**src/rtl/mpc_alpha_beta_pkg.sv**
```systemverilog
// Shared definitions for the MPC alpha/beta stage: field names, FSM states,
// the bytewise field addition and the point count per security level.
package mpc_alpha_beta_pkg;

   localparam string FIELD_GF256 = "GF256";
   localparam string FIELD_P251  = "P251";

   typedef enum logic [1:0] {
      ST_IDLE     = 2'd0,
      ST_MUL_REQ  = 2'd1,
      ST_MUL_WAIT = 2'd2,
      ST_DONE     = 2'd3
   } state_t;

   // Number of evaluation points: four for L5, three otherwise.
   function automatic int t_for_set(input string ps);
      return (ps == "L5") ? 4 : 3;
   endfunction

   // One byte of field addition: XOR for GF256, conditional subtract for P251.
   function automatic logic [7:0] fadd_byte(input logic is_p251,
                                            input logic [7:0] x,
                                            input logic [7:0] y);
      logic [8:0] s;
      if (!is_p251) begin
         return x ^ y;
      end
      s = {1'b0, x} + {1'b0, y};
      if (s >= 9'd251) begin
         s = s - 9'd251;
      end
      return s[7:0];
   endfunction

endpackage

```
**src/rtl/mpc_alpha_beta_if.sv**
```systemverilog
// Bus between the alpha/beta stage and its surroundings: operation start and
// operands, results and status, plus the shared multiplier request/response.
// Multiplier handshake: o_start_mul is a one-cycle request; operands stay
// stable until the cycle in which i_done_mul is high, and i_o_mul is only
// sampled in that cycle.
interface mpc_alpha_beta_if #(parameter int T = 3);
   import mpc_alpha_beta_pkg::*;

   logic            i_start;
   logic [32*T-1:0] i_q_eval;
   logic [32*T-1:0] i_p_eval;
   logic [32*T-1:0] i_eps;
   logic [32*T-1:0] i_a;
   logic [32*T-1:0] i_b;
   logic [32*T-1:0] o_alpha;
   logic [32*T-1:0] o_beta;
   logic            o_busy;
   logic            o_done;
   logic            o_start_mul;
   logic [31:0]     o_x_mul;
   logic [31:0]     o_y_mul;
   logic [31:0]     i_o_mul;
   logic            i_done_mul;
   state_t          dbg_state;
   logic [7:0]      dbg_idx;

   modport slave (
      input  i_start, i_q_eval, i_p_eval, i_eps, i_a, i_b, i_o_mul, i_done_mul,
      output o_alpha, o_beta, o_busy, o_done, o_start_mul, o_x_mul, o_y_mul,
      output dbg_state, dbg_idx
   );

   modport master (
      output i_start, i_q_eval, i_p_eval, i_eps, i_a, i_b, i_o_mul, i_done_mul,
      input  o_alpha, o_beta, o_busy, o_done, o_start_mul, o_x_mul, o_y_mul,
      input  dbg_state, dbg_idx
   );

endinterface

```
**src/rtl/mpc_alpha_beta_gf_add_32_comb.sv**
```systemverilog
// 32-bit combinational field addition, four independent byte lanes.
module gf_add_32_comb
   import mpc_alpha_beta_pkg::*;
#(
   parameter string FIELD = FIELD_GF256
) (
   input  logic [31:0] x,
   input  logic [31:0] y,
   output logic [31:0] sum
);

   localparam logic IS_P251 = (FIELD == FIELD_P251);

   for (genvar k = 0; k < 4; k++) begin : g_lane
      assign sum[8*k +: 8] = fadd_byte(IS_P251, x[8*k +: 8], y[8*k +: 8]);
   end

endmodule

```
**src/rtl/mpc_alpha_beta.sv**
```systemverilog
// Computes alpha_t = eps_t*Q(r_t) + a_t and beta_t = P(r_t) + b_t one point at
// a time, using an external shared multiplier for the eps*Q product.
module mpc_alpha_beta
   import mpc_alpha_beta_pkg::*;
#(
   parameter string FIELD         = FIELD_GF256,
   parameter string PARAMETER_SET = "L1",
   parameter int    T             = t_for_set(PARAMETER_SET)
) (
   input logic            i_clk,
   input logic            i_rst,
   mpc_alpha_beta_if.slave bus
);

   state_t          state, state_nx;
   logic [32*T-1:0] q_r, p_r, eps_r, a_r, b_r;
   logic [32*T-1:0] alpha_r, beta_r;
   logic [7:0]      idx;
   logic [31:0]     a_sel, p_sel, b_sel, alpha_sum, beta_sum;
   logic            last_pt, take_prod;
   logic            busy, done, start_mul;
   logic [31:0]     x_mul, y_mul;

   assign last_pt   = (idx == 8'(T - 1));
   assign take_prod = (state == ST_MUL_WAIT) && bus.i_done_mul;
   assign a_sel     = a_r[32*idx +: 32];
   assign p_sel     = p_r[32*idx +: 32];
   assign b_sel     = b_r[32*idx +: 32];

   gf_add_32_comb #(.FIELD(FIELD)) u_add_alpha (.x(bus.i_o_mul), .y(a_sel), .sum(alpha_sum));
   gf_add_32_comb #(.FIELD(FIELD)) u_add_beta  (.x(p_sel),       .y(b_sel), .sum(beta_sum));

   // FSM state register.
   always_ff @(posedge i_clk or posedge i_rst) begin
      if (i_rst) state <= ST_IDLE;
      else       state <= state_nx;
   end

   // Next state and status/multiplier outputs decoded from the current state.
   always_comb begin
      state_nx  = state;
      busy      = 1'b0;
      done      = 1'b0;
      start_mul = 1'b0;
      x_mul     = '0;
      y_mul     = '0;
      unique case (state)
         ST_IDLE: begin
            if (bus.i_start) state_nx = ST_MUL_REQ;
         end
         ST_MUL_REQ: begin
            busy      = 1'b1;
            start_mul = 1'b1;
            x_mul     = eps_r[32*idx +: 32];
            y_mul     = q_r[32*idx +: 32];
            state_nx  = ST_MUL_WAIT;
         end
         ST_MUL_WAIT: begin
            busy  = 1'b1;
            x_mul = eps_r[32*idx +: 32];
            y_mul = q_r[32*idx +: 32];
            if (bus.i_done_mul) state_nx = last_pt ? ST_DONE : ST_MUL_REQ;
         end
         ST_DONE: begin
            busy     = 1'b1;
            done     = 1'b1;
            state_nx = ST_IDLE;
         end
         default: state_nx = ST_IDLE;
      endcase
   end

   // Operand latch on accepted start; per-point result write on product arrival.
   always_ff @(posedge i_clk or posedge i_rst) begin
      if (i_rst) begin
         q_r     <= '0;
         p_r     <= '0;
         eps_r   <= '0;
         a_r     <= '0;
         b_r     <= '0;
         alpha_r <= '0;
         beta_r  <= '0;
         idx     <= '0;
      end else if ((state == ST_IDLE) && bus.i_start) begin
         q_r     <= bus.i_q_eval;
         p_r     <= bus.i_p_eval;
         eps_r   <= bus.i_eps;
         a_r     <= bus.i_a;
         b_r     <= bus.i_b;
         alpha_r <= '0;
         beta_r  <= '0;
         idx     <= '0;
      end else if (take_prod) begin
         alpha_r[32*idx +: 32] <= alpha_sum;
         beta_r[32*idx +: 32]  <= beta_sum;
         if (!last_pt) idx <= idx + 8'd1;
      end
   end

   assign bus.o_alpha     = alpha_r;
   assign bus.o_beta      = beta_r;
   assign bus.o_busy      = busy;
   assign bus.o_done      = done;
   assign bus.o_start_mul = start_mul;
   assign bus.o_x_mul     = x_mul;
   assign bus.o_y_mul     = y_mul;
   assign bus.dbg_state   = state;
   assign bus.dbg_idx     = idx;

endmodule

```
**src/flat_wrapper.sv**
```systemverilog
// flat-port wrapper written by rule: the top's interface ports become plain ports
module mpc_alpha_beta_flat import mpc_alpha_beta_pkg::*;
#(
   parameter string FIELD         = FIELD_GF256,
   parameter string PARAMETER_SET = "  ",
   parameter int    T             = t_for_set(PARAMETER_SET)
)
  (i_clk, i_rst, bus_i_start, bus_i_q_eval, bus_i_p_eval, bus_i_eps, bus_i_a, bus_i_b, bus_i_o_mul, bus_i_done_mul, bus_o_alpha, bus_o_beta, bus_o_busy, bus_o_done, bus_o_start_mul, bus_o_x_mul, bus_o_y_mul, bus_dbg_state, bus_dbg_idx);
  mpc_alpha_beta_if #(.T(T)) bus_i ();
  input logic i_clk;
  input logic i_rst;
  input wire logic [$bits(bus_i.i_start)-1:0] bus_i_start;
  input wire logic [$bits(bus_i.i_q_eval)-1:0] bus_i_q_eval;
  input wire logic [$bits(bus_i.i_p_eval)-1:0] bus_i_p_eval;
  input wire logic [$bits(bus_i.i_eps)-1:0] bus_i_eps;
  input wire logic [$bits(bus_i.i_a)-1:0] bus_i_a;
  input wire logic [$bits(bus_i.i_b)-1:0] bus_i_b;
  input wire logic [$bits(bus_i.i_o_mul)-1:0] bus_i_o_mul;
  input wire logic [$bits(bus_i.i_done_mul)-1:0] bus_i_done_mul;
  output wire logic [$bits(bus_i.o_alpha)-1:0] bus_o_alpha;
  output wire logic [$bits(bus_i.o_beta)-1:0] bus_o_beta;
  output wire logic [$bits(bus_i.o_busy)-1:0] bus_o_busy;
  output wire logic [$bits(bus_i.o_done)-1:0] bus_o_done;
  output wire logic [$bits(bus_i.o_start_mul)-1:0] bus_o_start_mul;
  output wire logic [$bits(bus_i.o_x_mul)-1:0] bus_o_x_mul;
  output wire logic [$bits(bus_i.o_y_mul)-1:0] bus_o_y_mul;
  output wire logic [$bits(bus_i.dbg_state)-1:0] bus_dbg_state;
  output wire logic [$bits(bus_i.dbg_idx)-1:0] bus_dbg_idx;
  assign bus_i.i_start = bus_i_start;
  assign bus_i.i_q_eval = bus_i_q_eval;
  assign bus_i.i_p_eval = bus_i_p_eval;
  assign bus_i.i_eps = bus_i_eps;
  assign bus_i.i_a = bus_i_a;
  assign bus_i.i_b = bus_i_b;
  assign bus_i.i_o_mul = bus_i_o_mul;
  assign bus_i.i_done_mul = bus_i_done_mul;
  assign bus_o_alpha = bus_i.o_alpha;
  assign bus_o_beta = bus_i.o_beta;
  assign bus_o_busy = bus_i.o_busy;
  assign bus_o_done = bus_i.o_done;
  assign bus_o_start_mul = bus_i.o_start_mul;
  assign bus_o_x_mul = bus_i.o_x_mul;
  assign bus_o_y_mul = bus_i.o_y_mul;
  assign bus_dbg_state = bus_i.dbg_state;
  assign bus_dbg_idx = bus_i.dbg_idx;
  mpc_alpha_beta #(.FIELD(FIELD), .PARAMETER_SET(PARAMETER_SET), .T(T)) u_core (.i_clk(i_clk), .i_rst(i_rst), .bus(bus_i));
endmodule
```
**config.mk**
```make
export PLATFORM = sky130hd
export DESIGN_NAME = mpc_alpha_beta_flat
export DESIGN_NICKNAME = d
export VERILOG_FILES = /design/src/rtl/mpc_alpha_beta_pkg.sv /design/src/rtl/mpc_alpha_beta_if.sv /design/src/rtl/mpc_alpha_beta_gf_add_32_comb.sv /design/src/rtl/mpc_alpha_beta.sv /design/src/flat_wrapper.sv
export SDC_FILE = /design/constraint.sdc
export NUM_CORES = 2
export LEC_CHECK = 0
export CAP_MARGIN = 30
export CORE_AREA = 3 3 302 304
export DETAILED_ROUTE_END_ITERATION = 10
export DIE_AREA = 0 0 305 307
export GPL_TIMING_DRIVEN = 0
export HOLD_SLACK_MARGIN = 0.1
export PLACE_DENSITY_LB_ADDON = 0.08
export SYNTH_ARGS = -nofsm -noshare
export SYNTH_HDL_FRONTEND = slang
export SYNTH_SLANG_ARGS = --single-unit
```
**constraint.sdc**
```tcl
create_clock -name i_clk -period 29.3 [get_ports i_clk]
set_clock_uncertainty 0.1 [all_clocks]
set_input_delay 2.93 -clock i_clk [delete_from_list [all_inputs] [get_ports i_clk]]
set_output_delay 2.93 -clock i_clk [all_outputs]
set_load 0.005 [all_outputs]
```
## After elaboration in Yosys (flattened, before gate mapping)

Cells that the tools add are included.

- Add/sub/neg operators: 2
- Multipliers: 0
- Div/mod/pow operators: 0
- Order comparisons: 0
- Equal/unequal tests: 7
- Shifts and indexed selects: 8
- Multiplexer cells: 18
- Bitwise logic cells: 8
- Reduce and logical (&&, ||, !) cells: 8

Operator list:

| operator | number |
|---|---|
| $shiftx A96 B14 Y32 | 5 |
| $mux W96 | 4 |
| $bwmux W96 | 2 |
| $shiftx A32 B34 Y96 | 2 |
| $shift A32 B34 Y96 const A | 1 |
| $mux W32 | 2 |
| $xor A8 B8 Y8 | 8 |
| $neg A13 Y34 | 1 |
| $mux W8 | 3 |
| $add A8 B1 Y8 const B | 1 |
| $eq A8 B2 Y1 const B | 1 |
| $pmux W2 S4 | 1 |
| $mux W2 | 3 |
| $ne A2 B2 Y1 const B | 3 |
| $eq A2 B2 Y1 const B | 2 |
| $reduce_and A2 Y1 | 2 |
| $mux W1 | 3 |
| $reduce_or A3 Y1 | 1 |
| $eq A2 B1 Y1 const B | 1 |
| $logic_and A1 B1 Y1 | 2 |
| $logic_not A2 Y1 | 1 |
| $reduce_bool A2 Y1 | 1 |
| $reduce_or A2 Y1 | 1 |

- Flip-flop bits (word level): 682
- Latch bits: 0
- Memory bits (writable): 0
- Memory bits (read-only): 0
- Bits of input ports: 516
- Output and inout bits: 269
- Memories kept: 0

## Logic depth before layout (Yosys ltp)

- Word-level depth: 6
- Gate-level depth with buffers: 14
- Gate-level depth less buffers: 9

## By module

Synthesis repeated with hierarchy kept, for this count alone.

- Cell total of the unflattened synthesis: 3565
- Area total of the unflattened synthesis: 30882.1 sq um

By module, submodules not included:

| module | times used | cells each | area each (sq um) | seq. area each (sq um) |
|---|---|---|---|---|
| mpc_alpha_beta | 1 | 3501 | 30321.6 | 17066.4 |
| gf_add_32_comb | 2 | 32 | 280.3 | 0.0 |

## Worst setup path after synthesis

No wires, ideal clock.

- Path type: flip-flop to output port
- Start point: register u_core.idx[0] (netlist: u_core.bus.dbg_idx[0])
- End point: output port bus_o_x_mul[23]
- Arrival time: 2335 ps
- Required time: 26270 ps
- Slack: 23935 ps
- Cell stages (with the launch flop): 10
- Cells stage by stage: dfrtp_1 clkbuf_1 buf_2 buf_2 buf_2 buf_1 mux2i_1 nor2_1 a21oi_1 nor2_1

- Longest elaborated chain between the ends: 2

RTL lines:

| what | line | RTL |
|---|---|---|
| from (decl) | mpc_alpha_beta.sv:18 | `logic [7:0] idx;` |
| from (signal assigned) | mpc_alpha_beta.sv:96 | `if (!last_pt) idx <= idx + 8'd1;` |
| $shiftx A96 B14 Y32 | mpc_alpha_beta.sv:54, mpc_alpha_beta.sv:60 |  |
| $mux W32 | -- |  |
| to (decl) | flat_wrapper.sv:25 | `output wire logic [$bits(bus_i.o_x_mul)-1:0] bus_o_x_mul;` |

Every way passes these cells.

## Worst setup path in the final report

- Start point: register u_core.idx[0] (netlist: u_core.bus.dbg_idx[0])
- End point: output port bus_o_y_mul[0]

- Longest elaborated chain between the ends: 2

RTL lines:

| what | line | RTL |
|---|---|---|
| $shiftx A96 B14 Y32 | mpc_alpha_beta.sv:55, mpc_alpha_beta.sv:61 |  |
| $mux W32 | -- |  |
| to (decl) | flat_wrapper.sv:26 | `output wire logic [$bits(bus_i.o_y_mul)-1:0] bus_o_y_mul;` |

Every way passes these cells.

==> impl_metrics.json <==
{
  "outcome": "completed",
  "drt-initial-drc-count": 1817,
  "root_buffer": "clkbuf_16",
  "overflow": 0,
  "cp-end-kind": "output pin",
  "synthAdderAreaFrac_pct": 0.370,
  "placed_cell_area_um2": 40100,
  "synth.top_cells.by_count": "nand2_1, dfrtp_1, nor2_1, clkbuf_1, mux2i_1",
  "die-area_um2": 93600,
  "setup_ws_ns": 21.47,
  "syn2layout_area_growth_pct": 40.7,
  "io_pins": 785,
  "crit_top_cell": "buf_2",
  "yosysTopAreaCell": "dfrtp_1",
  "cp_cell_sequence": "clkbuf_1 > buf_2 > buf_2 > buf_2 > buf_1 > mux2i_1 > nor2_1 > a21oi_1 > nor2_1 > clkdlybuf4s50_1",
  "synth-edff-count": 0,
  "path_delay_family": "buffers and inverters",
  "finalInstanceArea_um2": 42800,
  "synth_seq_cells": 682,
  "rows": 109,
  "min_from": "u_core.q_r[53]$_DFFE_PP0P_",
  "netlist_area_um2": 30400,
  "ys_types": 47,
  "worst-path-buf-inv": 6,
  "synth_top_family_by_area": "simple AND/OR/NAND/NOR gates",
  "cts_buffers": 81,
  "grt_pass1_wl_mm": 186,
  "firstDrtPassIters": 7,
  "crit_start": "u_core.bus.dbg_idx[0]$_DFFE_PP0P_",
  "p_leak_nw": 20.4,
  "slowest_stage": "buf_1",
  "dieWidth_um": 305,
  "worst_hold_slack_ns": 0.372,
  "cp.arrival_ns": 4.80,
  "yosys-top-cells-area": "dfrtp_1, nand2_1, mux2i_1",
  "yosys.area_share.xor_xnor_pct": 3.86,
  "vias": 27300,
  "synth-seq-area-share_pct": 56.1,
  "tightest_slew_ns": 0.962,
  "cts-resized-gates": 0,
  "cap_viol_max_count": 0,
  "synthCells": 3451,
  "synth-main-ff-cell": "dfrtp_1",
  "synth_mux_area_share_pct": 5.30,
  "setup_viol": 0,
  "postRouteAntennaNets": 0,
  "drt_wl_total_mm": 127,
  "cts_setup_buffers": 0,
  "grt_max_degree": 127,
  "place_ws_ns": 22.14,
  "clkTransAtPathRegs_ns": 0.06,
  "dp_hpwl_mm": 98.5,
  "crit_type": "flop to output pin",
  "clock.fmax_mhz": 128,
  "cts.sinks": 682,
  "irDropWorstVdd_v": 0.0000429,
  "grt_pass1_vias": 27900,
  "cts_tree": "done",
  "track_usage_pct": 26.6,
  "rsz0062_at_grt": "false",
  "min_path_type": "flop to flop",
  "cts_hold_buf": 0,
  "die_y_um": 307,
  "p_per_area_nw_per_um2": 100,
  "drc_errors": 0,
  "port-buffer-count": 784,
  "htreeDepth": 3,
  "start_kind": "flop",
  "drive_gt1_share_pct": 3.96,
  "initial_core_util_pct": 34.4,
  "critical_path.max_stage_delay_ns": 0.71,
  "finalHoldViolCount": 0,
  "crit_path_max_fanout": 10,
  "core-area_um2": 88500,
  "yosys_warnings": 0,
  "synth_compound_area_share_pct": 6.71,
  "layout.nets": 4864,
  "via_per_inst": 4.88,
  "reg2reg_from": "u_core.bus.dbg_idx[1]$_DFFE_PP0P_",
  "max_slew_margin_pct": 35.9,
  "post-synth-top-count-cell": "nand2_1",
  "period_minus_slack_ns": 7.83,
  "synth-simple-area-share_pct": 24.3,
  "place.gp.congestion": 0.861,
  "syn_nets": 3976,
  "slew_viol_final": 0,
  "post_drt_wl_per_cell_um": 22.8,
  "clockBufferDepth": 3,
  "worstSkewPairLatency_ns": 0.64,
  "async_reset_ff_share_pct": 100,
  "cp_data_required_time_ns": 26.27,
  "syn_area_per_cell_um2": 8.81,
  "period_share_pct": 26.7,
  "antenna_found_initial": 30,
  "synth_top_area_share_pct": 56.1
}
final cells by class:
| cell class | instances | area, um^2 |
|---|---|---|
| Antenna cell | 22 | 55.1 |
| Multi-Input combinational cell | 2522 | 12400 |
| Clock inverter | 30 | 352 |
| Inverter | 10 | 45.0 |
| Sequential cell | 682 | 17100 |
| Fill cell | 8732 | 45700 |
| Tap cell | 1165 | 1460 |
| Clock buffer | 113 | 2300 |
| Buffer | 237 | 966 |
| Timing Repair Buffer | 805 | 8190 |
layout by cell type (no fill, tap or decap), types with 8 or more instances in the layout:
cell             synthesis  layout
buf_2                    7       9
buf_6                    6      11
ha_1                     9       9
nand4_1                 16      16
clkbuf_16                0      82
nand3_1                 67      67
clkdlybuf4s50_1          0     784
nor2_1                 203     203
o21ai_0                 84      84
diode_2                  0      22
xor2_1                  99      99
inv_1                    9       8
nor4_1                  37      36
xnor2_1                 35      35
dfrtp_1                682     682
nand2_1               1545    1545
o22ai_1                 32      32
o2bb2ai_1               32      32
mux2i_1                161     161
buf_1                   33      33
a21oi_1                117     117
clkbuf_1               185     203
a22o_1                  50      50
clkbuf_8                 0      13
clkinv_2                 0      16
metrics by stage:
stage                     total power, mW   TNS, ns  cells  util [%]
after floorplan                      2.47         0   3451         -
after global routing                 4.58         0   5582      48.3
after CTS                            4.33         0   5564      48.3
final                                4.28         0   5586      48.3
after global placement               3.25  -1650.32   5400      44.9
after detailed placement             3.28         0   5421      45.3
per-layer routing:
metal,up-vias,track usage [%],wire (um)
li1,12900,-,-
met2,810,45.3,62600
met5,-,0,92
met1,13300,34.4,54500
met3,178,5.28,6920
met4,16,7.88,3410
path summary, 6_finish.rpt:
| check | cells after the start | endpoint | slack (ns) |
|---|---|---|---|
| setup / recovery | 10 | bus_o_y_mul[0] | 21.47 |
| hold / removal | 2 | u_core.q_r[53]$_DFFE_PP0P_ | 0.37 |
| setup reg to reg | 12 | u_core.bus.o_beta[29]$_DFFE_PP0P_ | 23.64 |
| hold reg to reg | 2 | u_core.q_r[53]$_DFFE_PP0P_ | 0.37 |
| max in group asynchronous | 5 | u_core.q_r[27]$_DFFE_PP0P_ | 24.39 |
| min in group asynchronous | 2 | u_core.a_r[58]$_DFFE_PP0P_ | 2.59 |
worst reg2reg max path: cells and delay by family (launching register included):
family	cells	cell delay, ns
flip-flops	1	0.44
AND/OR/NAND/NOR	2	0.55
AO/OA/AOI/OAI	2	0.47
adder cells (fa/ha/maj)	1	0.36
buffers and inverters	7	3.57
sequential cells by signal, summed over array words and instances, names as in the netlist:
| register | cells |
|---|---|
| u_core.a_r | 96 |
| u_core.b_r | 96 |
| u_core.bus.dbg_idx | 8 |
| u_core.bus.dbg_state | 2 |
| u_core.bus.o_alpha | 96 |
| u_core.bus.o_beta | 96 |
| u_core.eps_r | 96 |
| u_core.p_r | 96 |
| u_core.q_r | 96 |
power by group:
part / internal (mW) / total, mW / switching (mW)
clock: 0.601 / 1.02 / 0.421
sequential: 1.28 / 1.49 / 0.209
combinational: 0.684 / 1.77 / 1.09
total: 2.57 / 4.28 / 1.72
cells by family (layout without fill, tap and decap cells):
group,count (synthesis),count (layout)
simple gates,1889,1889
mux,161,161
compound gates,329,329
xor+xnor,134,134
buf+inv,247,1195
flops,682,682
fa+ha+maj,9,9
other cells,0,22
Power figures use the tool's default switching activity.
